--- src/rtl/stream_pkg.sv ---
// Shared definitions for the stream primitives: default element width,
// default FIFO depth and a constant-evaluable clog2.
package stream_pkg;

    localparam int INT_N = 8;
    localparam int STREAM_FIFO_DEPTH_DEFAULT = 4;

    function automatic int clog2(input int value);
        int r;
        int v;
        r = 0;
        v = value - 1;
        while (v > 0) begin
            r = r + 1;
            v = v >> 1;
        end
        return r;
    endfunction

endpackage

--- src/rtl/stream_fifo_mem.sv ---
// DEPTH x N register array: one synchronous write port, one combinational
// read port. Data is deliberately left unreset.
module stream_fifo_mem
    import stream_pkg::*;
#(
    parameter int N     = INT_N,
    parameter int DEPTH = STREAM_FIFO_DEPTH_DEFAULT,
    parameter int AW    = clog2(DEPTH)
) (
    input  logic          clk,
    input  logic          we,
    input  logic [AW-1:0] waddr,
    input  logic [N-1:0]  wdata,
    input  logic [AW-1:0] raddr,
    output logic [N-1:0]  rdata
);

    logic [N-1:0] mem [DEPTH];

    always_ff @(posedge clk) begin
        if (we) begin
            mem[waddr] <= wdata;
        end
    end

    assign rdata = mem[raddr];

endmodule

--- src/rtl/stream_fifo.sv ---
// Valid/ready elastic buffer feeding the stream-unpacking primitives.
// Optional macro STREAM_FIFO_COUNT_EN exposes the occupancy as port count.
module stream_fifo
    import stream_pkg::*;
#(
    parameter int N     = INT_N,
    parameter int DEPTH = STREAM_FIFO_DEPTH_DEFAULT
) (
    input  logic                    clk,
    input  logic                    nrst,
    input  logic                    flush,
    input  logic [N-1:0]            sIn,
    input  logic                    sIn_valid,
    output logic                    sIn_ready,
    output logic [N-1:0]            sOut,
    output logic                    sOut_valid,
`ifdef STREAM_FIFO_COUNT_EN
    input  logic                    sOut_ready,
    output logic [clog2(DEPTH):0]   count
`else
    input  logic                    sOut_ready
`endif
);

    localparam int AW = clog2(DEPTH);
    localparam int CW = AW + 1;

    logic [AW-1:0] rd;
    logic [AW-1:0] wr;
    logic [CW-1:0] cnt;
    logic          push;
    logic          pop;

    // Ready depends on stored state only, so a full FIFO refuses a push even
    // when the consumer frees an entry in the same cycle.
    assign sIn_ready  = (cnt != CW'(DEPTH));
    assign sOut_valid = (cnt != '0);
    assign push       = sIn_valid && sIn_ready;
    assign pop        = sOut_valid && sOut_ready;

    always_ff @(posedge clk or negedge nrst) begin
        if (!nrst) begin
            rd  <= '0;
            wr  <= '0;
            cnt <= '0;
        end else if (flush) begin
            rd  <= '0;
            wr  <= '0;
            cnt <= '0;
        end else begin
            if (push) begin
                wr <= wr + AW'(1);
            end
            if (pop) begin
                rd <= rd + AW'(1);
            end
            case ({push, pop})
                2'b10:   cnt <= cnt + CW'(1);
                2'b01:   cnt <= cnt - CW'(1);
                default: cnt <= cnt;
            endcase
        end
    end

    stream_fifo_mem #(
        .N     (N),
        .DEPTH (DEPTH),
        .AW    (AW)
    ) u_mem (
        .clk   (clk),
        .we    (push && !flush),
        .waddr (wr),
        .wdata (sIn),
        .raddr (rd),
        .rdata (sOut)
    );

`ifdef STREAM_FIFO_COUNT_EN
    assign count = cnt;
`endif

endmodule

--- config.mk ---
export PLATFORM = sky130hd
export DESIGN_NAME = stream_fifo
export DESIGN_NICKNAME = d
export VERILOG_FILES = /design/src/rtl/stream_pkg.sv /design/src/rtl/stream_fifo_mem.sv /design/src/rtl/stream_fifo.sv
export SDC_FILE = /design/constraint.sdc
export NUM_CORES = 1
export LEC_CHECK = 0
export CORE_UTILIZATION = 58
export CTS_CLUSTER_SIZE = 24
export DETAILED_ROUTE_END_ITERATION = 10
export MAX_ROUTING_LAYER = met4
export PLACE_DENSITY_LB_ADDON = 0.12
export RECOVER_POWER = 100
export SLEW_MARGIN = 20
export SYNTH_ARGS = -nofsm -noshare
export SYNTH_HDL_FRONTEND = slang
export SYNTH_HIERARCHICAL = 1
export SYNTH_SLANG_ARGS = --single-unit
export TNS_END_PERCENT = 100
--- constraint.sdc ---
create_clock -name clk -period 5 [get_ports clk]
set_input_delay 1 -clock clk [delete_from_list [all_inputs] [get_ports clk]]
set_output_delay 1 -clock clk [all_outputs]
set_load 0.01 [all_outputs]
======== After elaboration in Yosys (flattened, before gate mapping) ========
Memories as Yosys holds them, arrays and structs flattened.
Index checks and enable logic that the tools add are counted.
storage, ports and cells
  flip-flop bits (word level) ............. 7
  input bits .............................. 13
  output and inout bits ................... 10
  latch bits .............................. 0
  memories kept ........................... 1
  ROM bits ................................ 0
  memory bits (writable) .................. 32
  logic and storage cells ................. 27
operators by class
  multiply operators ...................... 0
  add/subtract/negate cells ............... 4
  divide/modulo/power cells ............... 0
  bitwise logic cells ..................... 0
  multiplexer cells ....................... 8
  magnitude comparators ................... 0
  reduce and logical (&&, ||, !) cells .... 8
  equal/unequal tests ..................... 3
  shifts and indexed selects .............. 0
memory list
  name       depth  bits a word  read ports  clocked after Yosys merged registers in  write ports  RTL line               RTL
  u_mem.mem  4      8            1           0                                        1            stream_fifo_mem.sv:18  logic [N-1:0] mem [DEPTH];
operators with widths
  cell                   count
  $mux W2                4
  $pmux W3 S2            1
  $reduce_bool A3 Y1     2
  $add A2 B1 Y2 const B  2
  $reduce_bool A2 Y1     2
  $add A3 B1 Y3 const B  1
  $logic_and A1 B1 Y1    3
  $mux W3                1
  $ne A3 B3 Y1 const B   1
  $sub A3 B1 Y3 const B  1
  $eq A2 B1 Y1 const B   1
  $eq A2 B2 Y1 const B   1
  $mux W1                2
  $logic_not A1 Y1       1

======== Logic depth before layout (Yosys ltp) ========
  word-level depth ........................ 5
  mapped depth ............................ 9
  mapped depth without buffers ............ 7

======== Modules after synthesis ========
The synthesis kept the hierarchy.
by module, submodules not included
  module           cells an instance  times used  area an instance (sq um)
  stream_fifo_mem  46                 1           1188.6
  stream_fifo      59                 1           531.8

======== Least setup slack after synthesis ========
Ideal clock, no wire load.
  path type ............................... input port to flip-flop
  from .................................... input port sIn_valid
  to ...................................... register cnt[2]
  library setup time ...................... 0.077 ns
  path buffers ............................ 1
  cell stages on the path ................. 8
  data required time ...................... 4.923 ns
  arrival ................................. 2.427 ns
  slack ................................... 2.496 ns
  cell sequence ........................... buf_4 > o21ai_0 > and3_2 > fa_1 > or3_2 > nand2_1 > nand3_1 > a21oi_1
on the way
  longest elaborated chain between the ends .. 4
  elaborated cells between the ends (all ways) .. 6
  those cells by class .................... 2 x eq/ne; 2 x mux; 2 x reduce/logical
ends and longest elaborated chain
  what                                                 RTL line           RTL
  from (decl)                                          stream_fifo.sv:13  input logic sIn_valid,
  $logic_and A1 B1 Y1 *                                stream_fifo.sv:38  assign push = sIn_valid && sIn_ready;
  $eq A2 B1 Y1 / $eq A2 B2 Y1 (equally long branches)  stream_fifo.sv:57  case ({push, pop})
  $pmux W3 S2                                          stream_fifo.sv:57
  $mux W3                                              stream_fifo.sv:46  end else if (flush) begin
  to (signal assigned)                                 stream_fifo.sv:58  2'b10: cnt <= cnt + CW'(1);
  to (signal assigned)                                 stream_fifo.sv:59  2'b01: cnt <= cnt - CW'(1);
  to (signal assigned)                                 stream_fifo.sv:60  default: cnt <= cnt;
  to (decl)                                            stream_fifo.sv:30  logic [CW-1:0] cnt;
Every way passes the cells marked *; elsewhere a longest branch is shown, timed or not.
A chain may end at the register's enable or synchronous reset.

======== Final worst setup path ========
  from .................................... register rd[0]
  to ...................................... output port sOut[6]
on the way
  longest elaborated chain between the ends .. 1
ends and longest elaborated chain
  what                    RTL line           RTL
  from (decl)             stream_fifo.sv:28  logic [AW-1:0] rd;
  from (signal assigned)  stream_fifo.sv:55  rd <= rd + AW'(1);
  $mem_v2 Z4 W8           --
  to (decl)               stream_fifo.sv:15  output logic [N-1:0] sOut,
Every way passes these cells.

==> impl_metrics.tcl <==
set metrics [dict create \
    met1_length_mm 1.220 \
    synth_edf_count 32 \
    crit-reg2reg-launch "cnt[0]" \
    ctsHtreeMaxLevel 2 \
    core_area_um2 2781 \
    place_ws_ns 1.656 \
    avgSynthCellArea_um2 16.38 \
    cts.sinks 39 \
    synth_area_um2 1720 \
    period_share_pct 66.40 \
    p_total_mw 0.7427 \
    first_pass_iters 4 \
    postCtsHoldBufs 0 \
    rsz0062_at_grt "false" \
    gp_congestion 0.7883 \
    tns_ns 0 \
    max_freq_ghz 0.3012 \
    grt_use_total_pct 20.33 \
    r2r_slack_ns 2.51 \
    io_buffers 22 \
    postSynthCellCount 105 \
    cts_resized 0 \
    cts.clk_slew.worst_paths_ns 0.12 \
    synth_area_leaders "edfxtp_1 56%, mux4_2 10%, dfrtp_1 10%, xor2_1 3.1%, buf_6 2.0%" \
    worst_slew_pin_slew_ns 1.229 \
    slew_violations 0 \
    fin_ws_ns 1.680 \
    grt_max_degree 16 \
    path_class "reg2out" \
    drc 0 \
    synth-seq-cells 39 \
    drive_above_1_share_pct 17.46 \
    ctsRootBufferMaster "clkbuf_4" \
    startpoint "rd[0]" \
    placed_cell_area_um2 1916 \
    grt_pass1_vias 907 \
    layout.nets 139 \
    finClkSkew_ns 0.004091 \
    vias 945 \
    start_util_pct 61.85 \
    synth_flop_cell "edfxtp_1" \
    r2r-end "cnt[2]" \
    peakVddDrop_mv 0.3281 \
    cts_buffers 5 \
    synth_top_area_share_pct 55.85 \
    fp.dieW_um 56.46 \
    cellPowerDensity_nw_per_um2 374.5 \
    end_kind "primary output" \
    routedWlPerCell_um 17.78 \
    diodes 0 \
    synth_nets 119 \
    r2r_cells 7 \
    stdcell_area_um2 1983 \
    drv_cap 0 \
    dp_hpwl_mm 1.825 \
    viasPerCell 6.019 \
    crit_arrival_ns 2.32 \
    cts_setup_buffers 0 \
    placed_cells 149 \
    hold_start "wr[1]" \
    hold_violations 0 \
    synth-seq-area-share_pct 66.04 \
    antenna_found_initial 0 \
    yosys_warnings 6 \
    worstHoldEndpoint "wr[1]" \
    syn_to_final_growth_pct 15.27 \
    grt_pass1_wl_mm 4.443 \
    initialDrtViolationCount 41 \
    min_period_ns 3.320 \
    synth_top_area_cell "edfxtp_1" \
    nFillCells 181 \
    ant_nets 0 \
    wl_met2_mm 1.294 \
    yosysUniqueCellTypes 35 \
    grt_overflow 0 \
    async_flop_share_pct 17.95 \
    crit_fanout 10 \
    pin_count 23 \
    cts_tree "yes" \
    die_y_um 56.46 \
    crit_path_start_kind "register" \
    clkLatencyLatePin_ns 0.35 \
    die-area_um2 3188 \
    placementRows 19 \
    final_cells 157 \
    min_path_cells 2 \
    status "finished clean" \
    route.met3.wl_um 211 \
    hold_class "reg2reg" \
    highest_layer "met4" \
    max_slew_margin_pct 17.90 \
    wl_mm 2.791 \
    p_leak_nw 0.6944 \
    setup_viol 0 \
    clock_path_buffers 2 \
    required_ns 4.00 \
]
-- power by group --
part	leakage, nW	internal, mW	switching [mW]
Clock	0.0452	0.105	0.106
Sequential	0.384	0.370	0.0271
Combinational	0.265	0.0773	0.0576
-- flip-flops by register name, indices dropped and copies added, names as in the netlist --
| signal | flops |
|---|---|
| u_mem/mem | 32 |
| cnt | 3 |
| rd | 2 |
| wr | 2 |
-- routing by layer --
metal,global-route usage [%],vias up
met2,28.24,41
li1,-,439
met4,9.408,0
met5,-,-
met3,5.760,9
met1,28.17,456
-- cells by family (layout without fill, tap and decap cells) --
family,Yosys count,after routing,share of synthesized area [%]
adder cells (fa/ha/maj),1,1,1.164
AO/OA/AOI/OAI,13,13,5.019
flip-flops,39,39,66.04
buffers and inverters,10,31,4.218
XOR/XNOR,6,6,3.055
multiplexers,8,8,10.47
AND/OR/NAND/NOR,28,28,10.04
-- how the worst max path moves through the flow --
stage | endpoint | depth (start not counted) | slack, ns
6_report | sOut[6] | 2 | 1.68
5_1_grt | sOut[6] | 2 | 1.55
4_1_cts | sOut[6] | 2 | 1.76
3_5_place_dp | cnt[2] | 8 | 1.66
3_3_place_gp | u_mem/mem[0][4] | 4 | 1.55
2_1_floorplan | cnt[2] | 8 | 2.50
-- area by class of cell --
class | count | area (µm²) | area share, %
Tap cell | 31 | 38.79 | 1.956
Inverter | 1 | 3.754 | 0.1893
Clock buffer | 5 | 37.54 | 1.893
Timing Repair Buffer | 22 | 220.2 | 11.10
Sequential cell | 39 | 1136 | 57.29
Clock inverter | 3 | 43.79 | 2.208
Multi-Input combinational cell | 56 | 503.0 | 25.36
-- stage by stage --
step,hold slack (ns),util [%]
floorplan,0.5037,-
global placement,0.5762,68.69
detailed placement,0.6022,68.87
CTS,0.6334,71.79
global route,0.6833,71.30
finish,0.6119,71.30
-- cell usage after synthesis (2+ instances only) --
| cell | instances |
|---|---|
| xor2_1 | 6 |
| and3b_1 | 2 |
| o21ai_0 | 3 |
| nand2_1 | 3 |
| dfrtp_1 | 7 |
| a21oi_1 | 4 |
| nor2_1 | 6 |
| buf_2 | 2 |
| nand3_1 | 3 |
| buf_6 | 3 |
| edfxtp_1 | 32 |
| buf_4 | 2 |
| clkbuf_2 | 2 |
| mux4_2 | 8 |
| nand2b_1 | 2 |
-- cell usage in the layout, fill, tap and decap left out, drive strengths merged, types with 3 or more instances in the layout --
| master | instances |
|---|---|
| mux4 | 8 |
| o21ai | 3 |
| xor2 | 6 |
| nand3 | 4 |
| nand2 | 4 |
| dfrtp | 7 |
| a21oi | 5 |
| nor2 | 6 |
| clkbuf | 5 |
| dlygate4sd3 | 20 |
| edfxtp | 32 |
-- critical path, stage by stage, from the launching register on --
cell           delay [ns]
dfrtp_1              0.75
mux4_2               0.59
dlygate4sd3_1        0.62
Note: power is estimated with default switching activity, not from simulation.
==> RTL edit 1, RTL diff (config.mk and constraints unchanged) <==
`INT_N`: 8 -> 9.
--- a/src/rtl/stream_pkg.sv
+++ b/src/rtl/stream_pkg.sv
@@ -4,3 +4,3 @@
 
-    localparam int INT_N = 8;
+    localparam int INT_N = 9;
     localparam int STREAM_FIFO_DEPTH_DEFAULT = 4;
Ports: changed (resized sIn and sOut); port bits go from 23 to 25. The function was not compared with the original's and may differ.
==> RTL edit 1 against the unedited design <==
- setup slack worse by 0.033 ns
- count of clock-buffer cells in the layout stayed put
- total power is 1.0% lower
- register-to-register slack better by 0.04 ns
- synthesized area is 8.3% higher
- routed wire length is 8.4% higher
- sequential cell count is 4 higher
- design area is 7.9% higher
- critical endpoint is now sOut[4]
==> RTL edit 1: results (changes against the unedited design) <==
Logic synthesis
  • Post-synthesis cell count: 110 (was 105)
  • Register area share after synthesis: 67.4% (was 66.0%)
  • Post-Syn Nets: 125 (was 119)
  • Async S/R FF share, synth: 16.3% (was 17.9%)
  • Post-synth top cells: edfxtp_1 (36), mux4_2 (9), dfrtp_1 (7), nor2_1 (6), xor2_1 (6) (was edfxtp_1 (32), mux4_2 (8), dfrtp_1 (7), nor2_1 (6), xor2_1 (6))
  • Post-synth EDFFs: 36 (was 32)
  • Top cells by area, synth: edfxtp_1 (58%), mux4_2 (11%), dfrtp_1 (9.4%) (was edfxtp_1 (56%), mux4_2 (10%), dfrtp_1 (10%))
  • Synth warn: 6 (unchanged)

GRT
  • M2 GR Usage: 32.5% (was 28.2%)
  • Met1 usage: 29.7% (was 28.2%)
  • First-pass GRT wire length: 4950 um (was 4440 um)
  • M3 GR Usage: 6.59% (was 5.76%)
  • GR Util All Layers: 22.0% (was 20.3%)

Finish
  • Fillers: 228 (was 181)
  • Nets: 148 (was 139)
  • Largest regs: u_mem/mem: 36 flops, cnt: 3 flops (was u_mem/mem: 32 flops, cnt: 3 flops)

Hold path
  • Worst hold path class: reg2reg (unchanged)

Timing
  • Clk_skew: 0.0124 ns (was 0.00409 ns)
  • Fin Hold WS: 0.627 ns (was 0.612 ns)
  • Worst-Margin Slew: 0.758 ns (was 1.23 ns)
  • Worst Setup Slack, final: 1.65 ns (was 1.68 ns)

Worst setup path
  • Critical Path AT: 2.35 ns (was 2.32 ns)
  • Crit-path max FO: 11 (was 10)
  • Setup crit end: sOut[4] (was sOut[6])
  • Max incr delay on CP: 0.80 ns (was 0.75 ns)
  • Reg2reg setup slack: 2.55 ns (was 2.51 ns)

Placed design
  • Dpl hpwl: 2070 um (was 1820 um)
  • I/O Buffers: 24 (was 22)
  • GPL Wtd Cong: 0.803 (was 0.788)
  • DP Cell Count: 170 (was 149)
  • Dpl cell area: 0.00210 mm2 (was 0.00192 mm2)

Detailed routing
  • DR iter-0 viols: 35 (was 41)
  • Metal2 WL: 1460 um (was 1290 um)
  • Via count: 1,010 (was 945)
  • Uppermost layer routed: met4 (unchanged)
  • M1 wire length: 1400 um (was 1220 um)
  • Met3 Routed Length: 131 um (was 211 um)
  • Wirelength per Cell: 17.0 um (was 17.8 um)
  • Via-to-Cell Ratio: 5.67 (was 6.02)

Power
  • Leakage power: 0.727 nW (was 0.694 nW)
  • Maximum VDD drop: 0.196 mV (was 0.328 mV)

Status
  • Status: completed (unchanged)
-- RTL edit 1: cell type report --
class,instances,area (um2),area share [%]
clock buffers,5,37.5,1.75
flip-flops and latches,43,1260,58.7
multi-input cells,57,529,24.7
clock inverters,3,15.0,0.701
well taps,44,55.1,2.57
inverters,1,3.75,0.175
repair buffers,25,244,11.4
-- RTL edit 1: cells by family after synthesis --
logic type               Yosys count  share of synthesized area [%]
AO/OA/AOI/OAI                     13                           4.63
XOR/XNOR                           6                           2.82
adder cells (fa/ha/maj)            1                           1.07
buffers and inverters             10                           3.89
flip-flops                        43                           67.4
multiplexers                       9                           10.9
AND/OR/NAND/NOR                   28                           9.27
-- RTL edit 1: worst min-delay path, stage by stage, from the launching register on --
cell     delay (ns)
dfrtp_1        0.42
xor2_1         0.09
nor2_1         0.08
-- RTL edit 1: report_power, final --
group / internal [mW] / switching [mW] / total, mW
Combinational: 0.0830 / 0.0595 / 0.143
Clock: 0.0516 / 0.104 / 0.155
Sequential: 0.408 / 0.0295 / 0.437
==> RTL edit 2, RTL diff (same settings) <==
Without the edit above. Make the reset (`nrst`) synchronous in one clocked block.
--- a/src/rtl/stream_fifo.sv
+++ b/src/rtl/stream_fifo.sv
@@ -40,3 +40,3 @@
 
-    always_ff @(posedge clk or negedge nrst) begin
+    always_ff @(posedge clk) begin
         if (!nrst) begin
Behaviour: differs if nrst is asserted again (counterexample within 4 cycles, from zero or initial values and one cycle with nrst low); with nrst held inactive, the same outputs for 10 cycles.
==> RTL edit 2 against the unedited design <==
- die area is 9.9% lower
- synthesized area is 10% lower
- critical path depth stayed put
- sequential share of layout area is 2.5 points higher
- sequential cell count stayed put
- first-iteration DRC count is 68% lower
- setup slack better by 0.077 ns
- core utilization is 2.3 points higher
- routed wire length is 19% lower
- design area is 7.2% lower
- worst hold slack worse by 0.069 ns
- clock skew is 0.0098 ns higher
Power is not compared: it rests on default switching activity, and its combinational part moved more than twofold at a synthesized area within 25%.
==> RTL edit 2: results (changes against the unedited design) <==
Power
  • Combinational share of power: 7.1%
  • Leakage power: 0.608 nW
  • Power Internal: 0.448 mW
  • Pwr/cell area: 303 mW/mm2
  • Seq. pwr: 0.361 mW
  • Maximum VDD drop: 0.247 mV

Logic synthesis
  • Async S/R FF share, synth: 0% (was 17.9%)
  • Top cells by area, synth: edfxtp_1 (62%), mux4_2 (12%), dfxtp_1 (9.1%) (was edfxtp_1 (56%), mux4_2 (10%), dfrtp_1 (10%))
  • Register area share after synthesis: 71.3% (was 66.0%)
  • Syn Area/Cell: 17.7 um2 (was 16.4 um2)
  • Synth warn: 6 (unchanged)
  • Post-Syn Nets: 102 (was 119)
  • Number of distinct library cells after synthesis: 23 (was 35)
  • Post-synth top cells: edfxtp_1 (32), mux4_2 (8), dfxtp_1 (7), nor2_1 (6), inv_1 (5) (was edfxtp_1 (32), mux4_2 (8), dfrtp_1 (7), nor2_1 (6), xor2_1 (6))

Detailed routing
  • Via count: 804 (was 945)
  • DRT Pass-1 Iters: 4 (unchanged)
  • Via-to-Cell Ratio: 5.54 (was 6.02)
  • DR iter-0 viols: 13 (was 41)
  • DRC: 0 (unchanged)
  • Total Routed Length: 2270 um (was 2790 um)

Clocking
  • Clock Path Buffers: 2 (unchanged)
  • CTS Hold Buffers Added: 0 (unchanged)
  • Num CTS Buffers: 5 (unchanged)
  • Postcts setup bufs: 0 (unchanged)
  • H-tree Lvls: 2 (unchanged)
  • Worst-Skew Late Latency: 0.33 ns (was 0.35 ns)
  • Clk root buf: clkbuf_4 (unchanged)
  • Clock transition at path regs: 0.11 ns

Hold path
  • Hold_sp: cnt[2] (was wr[1])

Timing
  • Clk_skew: 0.0139 ns (was 0.00409 ns)
  • Worst slew margin: 18.8% (was 17.9%)

Placed design
  • Dpl cell area: 0.00179 mm2 (was 0.00192 mm2)
  • Worst slack at placement: 2.04 ns (was 1.66 ns)
  • GPL Wtd Cong: 0.698 (was 0.788)
  • I/O Buffers: 22 (unchanged)
  • Dpl hpwl: 1630 um (was 1820 um)
  • DP Cell Count: 137 (was 149)

Finish
  • ANT cells: 0 (unchanged)
  • Fillers: 151 (was 181)
  • Nets: 129 (was 139)
  • Layout cells sized above 1: 14.8% (was 17.5%)
  • Multi-input gate area: 403 um2 (was 503 um2)
  • Largest regs: u_mem/mem: 32 flops, cnt: 3 flops (unchanged)

GRT
  • First-pass GRT wire length: 3620 um (was 4440 um)
  • Total gr overflow: 0 (unchanged)
  • GR Util All Layers: 20.2% (was 20.3%)
  • Number of global-route vias before repair: 792 (was 907)
  • Pin count of the biggest net entering global routing: 13 (was 16)
  • Initial antenna violation count: 0 (unchanged)

Status
  • Status: completed (unchanged)

Worst setup path
  • Critical Path Start: rd[0] (unchanged)
  • Reg2reg start: cnt[2] (was cnt[0])
  • Crit-path max FO: 10 (unchanged)
  • Critical Path AT: 2.24 ns (was 2.32 ns)
-- RTL edit 2: cell types whose count changed after synthesis, sizes merged, moves of 2 or more --
| cell | delta |
|---|---|
| dfrtp | -7 |
| or3b | -2 |
| inv | +4 |
| buf | -6 |
| xor2 | -3 |
| or3 | +2 |
| nand2 | -2 |
| nand3 | -4 |
| dfxtp | +7 |
-- RTL edit 2: logic make-up after synthesis --
family / after synthesis / share of synthesized area, %
XOR/XNOR: 4 / 2.27
adder cells (fa/ha/maj): 2 / 2.11
AO/OA/AOI/OAI: 9 / 3.48
flip-flops: 39 / 71.3
multiplexers: 8 / 11.7
buffers and inverters: 7 / 2.27
AND/OR/NAND/NOR: 18 / 6.89
-- RTL edit 2: path summary, 6_finish.rpt --
| check | slack [ns] | cells after the start | to |
|---|---|---|---|
| setup reg to reg | 2.64 | 9 | cnt[2] |
| hold reg to reg | 0.54 | 2 | cnt[2] |
| setup / recovery | 1.76 | 2 | sOut[0] |
| hold / removal | 0.54 | 2 | cnt[2] |
-- RTL edit 2: cell type report --
cell class | instances | share of cell area (%)
Clock buffer | 7 | 2.99
Clock inverter | 1 | 0.272
Inverter | 5 | 1.02
Multi-Input combinational cell | 41 | 21.9
Sequential cell | 39 | 59.8
Tap cell | 30 | 2.04
Timing Repair Buffer | 22 | 12.0
-- RTL edit 2: routing by layer --
layer | wire length, um | track usage (%) | vias up | share of wire, %
li1 | - | - | 390 | -
met1 | 891 | 21.1 | 387 | 39
met2 | 1250 | 35.0 | 25 | 55
met3 | 109 | 8.47 | 2 | 4.8
met4 | 15 | 5.26 | 0 | 0.66
met5 | 0 | - | - | 0
-- RTL edit 2: critical path, cell delays in order, from the launching register on --
cell and delay [ns]:
dfxtp_1 0.73, mux4_2 0.58, dlygate4sd3_1 0.61
